[src/rtl/w8086_pkg.sv]
// Shared w8086 types and helpers: fetch FSM states, reset CS:IP and the
// segment:offset to 20-bit physical address mapping used by all bus masters.
package w8086_pkg;

  typedef enum logic [1:0] {
    IDLE    = 2'd0,
    REQ     = 2'd1,
    DISCARD = 2'd2
  } fetch_state_t;

  localparam logic [15:0] RESET_CS = 16'hFFFF;
  localparam logic [15:0] RESET_IP = 16'h0000;

  // Physical address wraps at 1 MiB, exactly like the original part.
  function automatic logic [19:0] phys_addr(input logic [15:0] cs, input logic [15:0] ip);
    return {cs, 4'b0000} + {4'b0000, ip};
  endfunction

endpackage

[src/rtl/byte_queue.sv]
// Circular byte buffer: 0-2 byte push and 0-4 byte pop per cycle, 4-byte peek window.
// Push/pop take effect at the clock edge; the caller guarantees no overflow or underflow.
module byte_queue #(
  parameter int DEPTH = 6
) (
  input  logic        clk_i,
  input  logic        rst_ni,
  input  logic        clear_i,
  input  logic [1:0]  push_n_i,
  input  logic [15:0] push_dat_i,
  input  logic [2:0]  pop_n_i,
  output logic [31:0] window_o,
  output logic [2:0]  count_o
);

  localparam int PW = (DEPTH > 1) ? $clog2(DEPTH) : 1;

  logic [7:0]    mem_q [DEPTH];
  logic [PW-1:0] head_q, head_d;
  logic [PW-1:0] tail_q, tail_d;
  logic [2:0]    count_q, count_d;

  // Pointer advance modulo DEPTH; k never exceeds 4 and DEPTH is at least 4.
  function automatic logic [PW-1:0] ptr_add(input logic [PW-1:0] p, input int k);
    int s;
    s = int'(p) + k;
    if (s >= DEPTH) s = s - DEPTH;
    return PW'(s);
  endfunction

  always_comb begin
    head_d  = head_q;
    tail_d  = tail_q;
    count_d = count_q;
    if (clear_i) begin
      head_d  = '0;
      tail_d  = '0;
      count_d = '0;
    end else begin
      head_d  = ptr_add(head_q, int'(pop_n_i));
      tail_d  = ptr_add(tail_q, int'(push_n_i));
      count_d = count_q - pop_n_i + 3'(push_n_i);
    end
  end

  always_ff @(posedge clk_i or negedge rst_ni) begin
    if (!rst_ni) begin
      head_q  <= '0;
      tail_q  <= '0;
      count_q <= '0;
    end else begin
      head_q  <= head_d;
      tail_q  <= tail_d;
      count_q <= count_d;
    end
  end

  always_ff @(posedge clk_i) begin
    if (!clear_i && (push_n_i != 2'd0)) mem_q[tail_q] <= push_dat_i[7:0];
    if (!clear_i && (push_n_i == 2'd2)) mem_q[ptr_add(tail_q, 1)] <= push_dat_i[15:8];
  end

  always_comb begin
    window_o = '0;
    for (int i = 0; i < 4; i++) begin
      if (i < int'(count_q)) window_o[8*i +: 8] = mem_q[ptr_add(head_q, i)];
    end
  end

  assign count_o = count_q;

endmodule

[src/rtl/prefetch_queue.sv]
// 8086-style code prefetcher: registered bus requests, >=2 cycles per fetch, 4-byte decode window.
// Fetches stall while the queue lacks room; an in-flight fetch is always completed, then dropped on flush.
module prefetch_queue #(
  parameter int          QUEUE_DEPTH = 6,
  parameter logic [15:0] RESET_CS    = w8086_pkg::RESET_CS,
  parameter logic [15:0] RESET_IP    = w8086_pkg::RESET_IP
) (
  input  logic        clock,
  input  logic        reset_n,
  input  logic        flush,
  input  logic [15:0] flush_cs,
  input  logic [15:0] flush_ip,
  output logic        bus_req,
  output logic [19:0] bus_addr,
  output logic        bus_byte,
  input  logic        bus_ack,
  input  logic [15:0] bus_data,
  output logic [31:0] window,
  output logic [2:0]  window_count,
  output logic [2:0]  queue_count,
  output logic [15:0] window_ip,
  input  logic [2:0]  consume
);

  import w8086_pkg::*;

  fetch_state_t state_q, state_d;
  logic [15:0]  cs_q, cs_d;
  logic [15:0]  fetch_ip_q, fetch_ip_d;
  logic [15:0]  window_ip_q, window_ip_d;
  logic         bus_req_q, bus_req_d;
  logic [19:0]  bus_addr_q, bus_addr_d;
  logic         bus_byte_q, bus_byte_d;

  logic [2:0]   q_count;
  logic [31:0]  q_window;
  logic [2:0]   win_cnt;
  logic [2:0]   cons_eff;
  logic         room;
  logic         q_clear;
  logic [1:0]   push_n;
  logic [15:0]  push_dat;
  logic [2:0]   pop_n;

  byte_queue #(
    .DEPTH (QUEUE_DEPTH)
  ) u_queue (
    .clk_i      (clock),
    .rst_ni     (reset_n),
    .clear_i    (q_clear),
    .push_n_i   (push_n),
    .push_dat_i (push_dat),
    .pop_n_i    (pop_n),
    .window_o   (q_window),
    .count_o    (q_count)
  );

  assign win_cnt  = (q_count > 3'd4) ? 3'd4 : q_count;
  assign cons_eff = (consume > win_cnt) ? win_cnt : consume;

  // Space counts bytes the decoder frees this cycle; an odd IP needs only one byte.
  always_comb begin
    int free_space;
    free_space = QUEUE_DEPTH - int'(q_count) + int'(cons_eff);
    room       = fetch_ip_q[0] ? (free_space >= 1) : (free_space >= 2);
  end

  always_comb begin
    state_d     = state_q;
    cs_d        = cs_q;
    fetch_ip_d  = fetch_ip_q;
    window_ip_d = window_ip_q + 16'(cons_eff);
    bus_req_d   = bus_req_q;
    bus_addr_d  = bus_addr_q;
    bus_byte_d  = bus_byte_q;
    q_clear     = 1'b0;
    push_n      = 2'd0;
    push_dat    = 16'h0000;
    pop_n       = cons_eff;

    case (state_q)
      IDLE: begin
        if (!flush && room) begin
          state_d    = REQ;
          bus_req_d  = 1'b1;
          bus_addr_d = phys_addr(cs_q, fetch_ip_q);
          bus_byte_d = fetch_ip_q[0];
        end
      end
      REQ: begin
        if (bus_ack) begin
          state_d   = IDLE;
          bus_req_d = 1'b0;
          if (bus_byte_q) begin
            push_n     = 2'd1;
            push_dat   = {8'h00, bus_data[15:8]};
            fetch_ip_d = fetch_ip_q + 16'd1;
          end else begin
            push_n     = 2'd2;
            push_dat   = bus_data;
            fetch_ip_d = fetch_ip_q + 16'd2;
          end
        end
      end
      DISCARD: begin
        if (bus_ack) begin
          state_d   = IDLE;
          bus_req_d = 1'b0;
        end
      end
      default: begin
        state_d   = IDLE;
        bus_req_d = 1'b0;
      end
    endcase

    // Flush overrides any consume or ack-write; a bus cycle still open must drain in DISCARD.
    if (flush) begin
      q_clear     = 1'b1;
      push_n      = 2'd0;
      pop_n       = 3'd0;
      cs_d        = flush_cs;
      fetch_ip_d  = flush_ip;
      window_ip_d = flush_ip;
      if (state_q == REQ && !bus_ack) state_d = DISCARD;
    end
  end

  always_ff @(posedge clock or negedge reset_n) begin
    if (!reset_n) begin
      state_q     <= IDLE;
      cs_q        <= RESET_CS;
      fetch_ip_q  <= RESET_IP;
      window_ip_q <= RESET_IP;
      bus_req_q   <= 1'b0;
      bus_addr_q  <= '0;
      bus_byte_q  <= 1'b0;
    end else begin
      state_q     <= state_d;
      cs_q        <= cs_d;
      fetch_ip_q  <= fetch_ip_d;
      window_ip_q <= window_ip_d;
      bus_req_q   <= bus_req_d;
      bus_addr_q  <= bus_addr_d;
      bus_byte_q  <= bus_byte_d;
    end
  end

  assign bus_req      = bus_req_q;
  assign bus_addr     = bus_addr_q;
  assign bus_byte     = bus_byte_q;
  assign window       = q_window;
  assign window_count = win_cnt;
  assign queue_count  = q_count;
  assign window_ip    = window_ip_q;

endmodule

[config.mk]
export PLATFORM = sky130hd
export DESIGN_NAME = prefetch_queue
export DESIGN_NICKNAME = d
export VERILOG_FILES = /design/src/rtl/w8086_pkg.sv /design/src/rtl/byte_queue.sv /design/src/rtl/prefetch_queue.sv
export SDC_FILE = /design/constraint.sdc
export NUM_CORES = 1
export LEC_CHECK = 0
export ABC_AREA = 1
export BUFFER_PORTS_ARGS = -buffer_cell sky130_fd_sc_hd__buf_4
export CELL_PAD_IN_SITES_DETAIL_PLACEMENT = 1
export CELL_PAD_IN_SITES_GLOBAL_PLACEMENT = 2
export CORE_ASPECT_RATIO = 2
export CORE_MARGIN = 4
export CORE_UTILIZATION = 30
export DETAILED_ROUTE_END_ITERATION = 16
export GPL_ROUTABILITY_DRIVEN = 0
export GPL_TIMING_DRIVEN = 0
export PLACE_DENSITY = 0.86
export SETUP_SLACK_MARGIN = 0.05
export SLEW_MARGIN = 20
export SYNTH_ARGS = -nofsm -noshare
export SYNTH_HDL_FRONTEND = slang
export SYNTH_HIERARCHICAL = 1
export SYNTH_SLANG_ARGS = --single-unit
[constraint.sdc]
create_clock -name clock -period 3.5 [get_ports clock]
set_clock_uncertainty 0.05 [all_clocks]
set_input_delay 0.525 -clock clock [delete_from_list [all_inputs] [get_ports clock]]
set_output_delay 0.525 -clock clock [all_outputs]
set_load 0.1 [all_outputs]
After elaboration in Yosys (flattened, before gate mapping). Memory sizes are Yosys's and may differ from the RTL's. Cells that the tools add are included.

Input port bits: 55. Memory bits (read-only): 0. Latch bits: 0. Memories: 1. Register bits: 81. Bits in writable memories: 48. Word-level logic and storage cells: 115.

Memory list: u_queue.mem_q (depth 6, width 8, rd ports 4, clocked after Yosys merged registers in 0, write ports 2, RTL line byte_queue.sv:18) `logic [7:0] mem_q [DEPTH];`.

Reductions and logical operators: 15. Add/subtract/negate cells: 21. Bitwise gates (word level): 0. Eq/ne operators: 5. Mux-type cells: 48. Divide/modulo/power cells: 0. Magnitude comparators: 15. Multiply operators: 0. Shift operators: 0.

Operator list (number): 16-bit two-way mux (8); 3-bit two-way mux (18); 8-bit two-way mux (4); 4-bit by 3-bit >= comparator with 1-bit output, second input constant (6); 20-bit by 16-bit adder with 20-bit output (1); 3-bit by 2-bit subtractor with 3-bit output, second input constant (6); 16-bit by 1-bit adder with 16-bit output, second input constant (1); 16-bit by 2-bit adder with 16-bit output, second input constant (1); 16-bit by 3-bit adder with 16-bit output (1); 2-bit two-way mux (8); 3-bit by 1-bit adder with 4-bit output, second input constant (2); 3-bit by 2-bit adder with 4-bit output, second input constant (2); 1-bit two-way mux (8); 1-bit by 3-bit < comparator with 1-bit output, first input constant (2); 2-bit by 3-bit < comparator with 1-bit output, first input constant (2); 2-bit AND reduction (3); 2-bit nonzero test (3); 4-bit by 4-bit adder with 5-bit output (1); 5-bit by 2-bit >= comparator with 1-bit output, second input constant (1); 5-bit by 3-bit >= comparator with 1-bit output, second input constant (1); 3-bit by 2-bit adder with 4-bit output (1); 3-bit by 3-bit adder with 4-bit output (1); 2-bit == test, second input constant (2); 1-bit logical AND (4); 15 further kinds (17).

Longest topological paths before layout.
Depth after elaboration: 12. Gate-level depth with buffers: 23. Mapped depth without buffers: 22.

Cells and area by module. The synthesis kept the hierarchy.

Modules (own cells, without submodules): prefetch_queue (times used 1, area each 4948.5 um^2, seq. area each 1796.7 um^2, cells each 715); byte_queue (times used 1, area each 4875.9 um^2, seq. area each 1666.6 um^2, cells each 694).

Least setup slack after synthesis. Ideal clock, no wire load.

Path kind: register to register. Start point: reg u_queue.count_q[0], in the netlist u_queue/count_o[0]. End point: reg bus_addr_q[19], in the netlist bus_addr[19]. Stages on the path, launching flop included: 19. Path buffers: 1. Setup time: 0.120 ns. Path slack: -1.611 ns. Clock period less this slack: 5.111 ns. Data arrival time: 4.941 ns. Path through: dfrtp_1 > inv_1 > nor2_1 > ha_1 > nand3_1 > nand2_1 > o21ai_0 > ha_1 > inv_1 > fa_1 > inv_1 > nand2_1 > nand2_1 > nor2_1 > nor2_1 > nand3_4 > buf_6 > nand2_1 > nand2_1.

Cells in the longest elaborated chain, start to end: 9.

Ends and longest elaborated chain: start, declared (RTL line byte_queue.sv:21) `logic [2:0] count_q, count_d;`; start signal, assigned (RTL line byte_queue.sv:54) `count_q <= count_d;`; 3-bit > comparator (RTL line prefetch_queue.sv:58) `assign win_cnt = (q_count > 3'd4) ? 3'd4 : q_count;`; 3-bit two-way mux * (RTL line prefetch_queue.sv:58); via window_count[0] (RTL line prefetch_queue.sv:19) `output logic [2:0] window_count,`; 3-bit > comparator (RTL line prefetch_queue.sv:59) `assign cons_eff = (consume > win_cnt) ? win_cnt : consume;`; 3-bit two-way mux * (RTL line prefetch_queue.sv:59); 4-bit by 4-bit adder with 5-bit output * (RTL line prefetch_queue.sv:64) `free_space = QUEUE_DEPTH - int'(q_count) + int'(cons_eff);`; 5-bit by 3-bit >= comparator with 1-bit output or 5-bit by 2-bit >= comparator with 1-bit output (tied branches) (RTL line prefetch_queue.sv:65) `room = fetch_ip_q[0] ? (free_space >= 1) : (free_space >= 2);`; 1-bit two-way mux * (RTL line prefetch_queue.sv:65); 1-bit logical AND * (RTL line prefetch_queue.sv:83) `if (!flush && room) begin`; 2-bit AND reduction (no source line) *; end signal, assigned (RTL line prefetch_queue.sv:144) `bus_addr_q <= bus_addr_d;`; end, declared (RTL line prefetch_queue.sv:32) `logic [19:0] bus_addr_q, bus_addr_d;`.

The timed path passes the listed nets; every way through them passes the cells marked *. A chain may end at the register's enable or synchronous reset.

Worst setup path in the final report.
Start point: reg u_queue.head_q[0]. End point: out window[26].

Cells in the longest elaborated chain, start to end: 6.

Ends and longest elaborated chain: start, declared (RTL line byte_queue.sv:19) `logic [PW-1:0] head_q, head_d;`; start signal, assigned (RTL line byte_queue.sv:48) `head_q <= '0;`; start signal, assigned (RTL line byte_queue.sv:52) `head_q <= head_d;`; 3-bit by 2-bit adder with 4-bit output * (RTL line byte_queue.sv:26) `s = int'(p) + k;`; 4-bit by 3-bit >= comparator with 1-bit output or 3-bit by 2-bit subtractor with 3-bit output (tied branches) (RTL line byte_queue.sv:27) `if (s >= DEPTH) s = s - DEPTH;`; 3-bit two-way mux * (RTL line byte_queue.sv:27); 3-bit two-way mux * (RTL line byte_queue.sv:66) `if (i < int'(count_q)) window_o[8*i +: 8] = mem_q[ptr_add(head_q, i)];`; memory 6 x 8 bit *; 8-bit two-way mux * (RTL line byte_queue.sv:66); end, declared (RTL line prefetch_queue.sv:18) `output logic [31:0] window,`.

Mark *: on every way between the ends. The rest lies on a longest branch, timed or not. The select of a mux whose other input is x is not followed.

==> summary.md <==
| Metric | Value |
|---|---|
| Synth Net Count | `1,518` |
| Time the final worst path needs with I/O delays and setup | `3.40 ns` |
| DR iter-0 viols | `254` |
| Max Freq | `0.294 GHz` |
| Most common cell on crit path | `sky130_fd_sc_hd__nand2_1` |
| Average cell area after synthesis | `6.97 um2` |
| Total inserted antenna cells | `0` |
| Worst min-delay path category | `in2async` |
| Estimated wirelength of the detail-placed design | `32,400 um` |
| Power, Total | `14.1 mW` |
| Hold-fix buffers at CTS | `0` |
| Endpoint of the worst register-to-register path | `bus_addr[10]` |
| Wire length per cell after detailed routing | `19.4 um` |
| Max Fanout on Critical Path | `13` |
| Initial Util | `0.305` |
| TritonCTS clock tree | `yes` |
| First-pass GRT wire length | `60,000 um` |
| Signal arrival time at the worst endpoint | `2.83 ns` |
| Launch instance of the worst register-to-register path | `u_queue/count_o[0]` |
| Period utilisation layout | `0.972` |
| Overall overflow remaining after global route | `0` |
| Total routing resource utilization after global routing | `0.221` |
| Vias in the first global route | `10,780` |
| Met2 track demand over resource in global routing | `0.447` |
| Peak supply drop | `0.774 mV` |
| Total wirelength of the detailed-routed design | `39,400 um` |
| Max Transition Viols Final | `0` |
| Cell chain of the critical path | `inv_4 > buf_8 > ha_1 > inv_1 > nand2_1 > nand2_1 > o21ai_2 > buf_2 > o21ai_1 > a21oi_2 > buf_4` |
| Standard-cell row count | `93` |
| Chip width | `136 um` |
| Root cell of the clock tree | `sky130_fd_sc_hd__clkbuf_16` |
| Post-route DRC violation count | `0` |
| Worst R2R Path Depth | `22` |
| Fraction of final layout cells with drive strength greater than 1 | `0.235` |
| Total standard cell area after synthesis | `0.00982 mm2` |
| Clock transition at the registers of the reported paths | `0.07 ns` |
| Unique masters post-synth | `52` |
| Most common library cell in the layout ignoring fill and taps | `sky130_fd_sc_hd__nand2_1` |
| Reported max-cap violation count | `0` |
| Setup repair after global routing missed its margin | `true` |
| Total via count in the routed design | `9,994` |
| Final layout net count | `1,695` |
| Post-synthesis instance total | `1,409` |
| I/O pin cnt | `131` |
| Most frequent cells in the layout | `465 x sky130_fd_sc_hd__nand2_1, 164 x sky130_fd_sc_hd__inv_1, 143 x sky130_fd_sc_hd__buf_4` |
| Launching element type of the critical path | `flip-flop` |
| Outcome | `complete, no violations` |
| Drt pass-1 iters | `4` |
| Endpoint type of the worst setup path | `output port` |
| Required time of the worst setup path | `2.92 ns` |
| Count of port buffers added during placement | `129` |
| Commonest register cell after synthesis | `sky130_fd_sc_hd__dfrtp_1` |
| Synth warnings | `6` |
| Post-Layout Cell Count | `2,026` |
| Met1 track demand over resource in global routing | `0.182` |
| Share of the yosys chip area belonging to registers | `0.353` |
| Area enclosed by the die boundary | `0.0359 mm2` |
| Final-report setup violation count | `0` |
| CP max stage delay | `0.44 ns` |
| Depth of the CTS H-tree | `4` |
| Maximum number of pins on one net before global-route repair | `81` |
| Total CTS buffers | `17` |
| Die Y-Extent | `264 um` |
| Final core area utilization | `0.396` |
| Number of cells after detailed placement | `1,965` |
| Fillers | `4,059` |
| Worst path slowest cell | `sky130_fd_sc_hd__dfrtp_2` |
| Top Usage Layer GRT | `met2` |
| Number of antenna violations at the first check in global routing | `0` |
| Antenna-violating nets left | `0` |
| Source-to-sink clock delay at the later pin of the worst-skew pair | `0.43 ns` |
| Max-Slew Margin vs Limit | `0.275` |
| Reg2Reg Setup Slack | `0.15 ns` |
| Share of flip-flops with an asynchronous set or reset | `0.625` |
| Area Overhead vs Synth | `29.9%` |
| Power Density | `1100 mW/mm2` |
| EDFF count, synth | `48` |
| Fraction of met3 tracks used by global routing | `0.0244` |
| Number of register bits inferred by synthesis | `128` |
| Worst setup path category | `reg2out` |
| Avg Vias per Cell | `4.93` |
| Clock tree sinks | `128` |
| Core area | `0.0322 mm2` |
| Static Leak | `6.26 nW` |
| Clock tree buffer depth | `2` |
| Final Hold Viols | `0` |
| Tightest Pin Transition | `1.08 ns` |
[per-layer routing]
layer  share of wire  vias up
met4           0.086        0
met3           0.026      106
met1            0.30     4781
met2            0.59      221
met5               0        -
li1                -     4886
[where the power goes]
part           leakage, nW  total (mW)  switching [mW]  internal (mW)
clock                0.289        1.82           0.743           1.08
combinational         4.59        10.1            7.27           2.79
sequential            1.38        2.20           0.316           1.88
[logic make-up (layout without fill, tap and decap cells)]
| logic type | after synthesis | after routing | synth area share |
|---|---|---|---|
| buffers and inverters | 231 | 421 | 0.0988 |
| adder cells (fa/ha/maj) | 54 | 54 | 0.0741 |
| flip-flops | 128 | 128 | 0.353 |
| AO/OA/AOI/OAI | 189 | 189 | 0.106 |
| XOR/XNOR | 23 | 23 | 0.0205 |
| AND/OR/NAND/NOR | 784 | 784 | 0.348 |
[Yosys cell counts (all sizes together), types with 2 or more instances]
cell	count	area, um2
clkbuf	21	78.8
clkinv	3	11.3
o21ai	121	639
ha	47	588
o21a	9	67.6
a21oi	43	219
dfstp	16	420
o22ai	3	18.8
o211ai	2	15.0
a211oi	2	15.0
and2	2	12.5
nor3	15	80.1
or2	5	31.3
xor2	10	87.6
nand4	25	163
inv	183	694
nor2	101	428
xnor2	13	114
o21bai	3	22.5
a31oi	3	18.8
nand3	141	788
buf	24	186
nand3b	2	15.0
dfrtp	64	1600
fa	7	140
edfxtp	48	1440
nand2	492	1900
[cell type report]
class | count | area [um2] | area share
plain buffers | 42 | 269 | 0.0211
clock buffers | 20 | 479 | 0.0375
clock inverters | 12 | 120 | 0.00941
inverters | 186 | 718 | 0.0563
multi-input cells | 1050 | 5790 | 0.454
flip-flops and latches | 128 | 3470 | 0.272
well taps | 427 | 534 | 0.0419
repair buffers | 161 | 1380 | 0.108
[flip-flops by register name, indices dropped and copies added, names as in the netlist]
name	count
u_queue/mem_q	48
bus_addr	20
cs_q	16
fetch_ip_q	16
window_ip	16
u_queue/count_o	3
u_queue/head_q	3
u_queue/tail_q	3
state_q	2
bus_req	1
[worst max-delay path by stage]
stage                                   from                  end  slack, ns  depth (start not counted)
after detailed placement          state_q[1]  u_queue/mem_q[4][2]      -0.71                         11
after floorplan           u_queue/count_o[0]         bus_addr[19]      -0.03                         16
after CTS                 u_queue/count_o[0]         bus_addr[10]       0.02                         19
after global routing       u_queue/head_q[0]           window[12]      -0.06                         13
after global placement            state_q[1]  u_queue/mem_q[2][2]      -0.88                         11
final                      u_queue/head_q[0]           window[26]        0.1                         11
[timing repair]
item / CTS / global route
setup buffers: 10 / 21
endpoints found under the setup margin: 154 / 81
cloned: 0 / 1
pin swaps: 4 / 21
gates resized for setup: 59 / 59
[stage by stage]
stage               hold slack [ns]  TNS, ns  area [um2]  worst slack (ns)
floorplan                     0.179   -0.104        9970           -0.0325
global placement              0.405   -39.67       11500            -0.878
detailed placement            0.409   -48.44       11500            -0.713
CTS                           0.228        0       12400            0.0181
global route                  0.131   -0.331       12800           -0.0588
finish                       0.0697        0       12800            0.0969
[critical path, delay by kind of cell, from the launching register on]
family,cells,cell delay (ns)
AND/OR/NAND/NOR,2,0.15
adder cells (fa/ha/maj),1,0.19
AO/OA/AOI/OAI,3,0.62
buffers and inverters,5,0.98
flip-flops,1,0.44
Power figures use the tool's default switching activity.
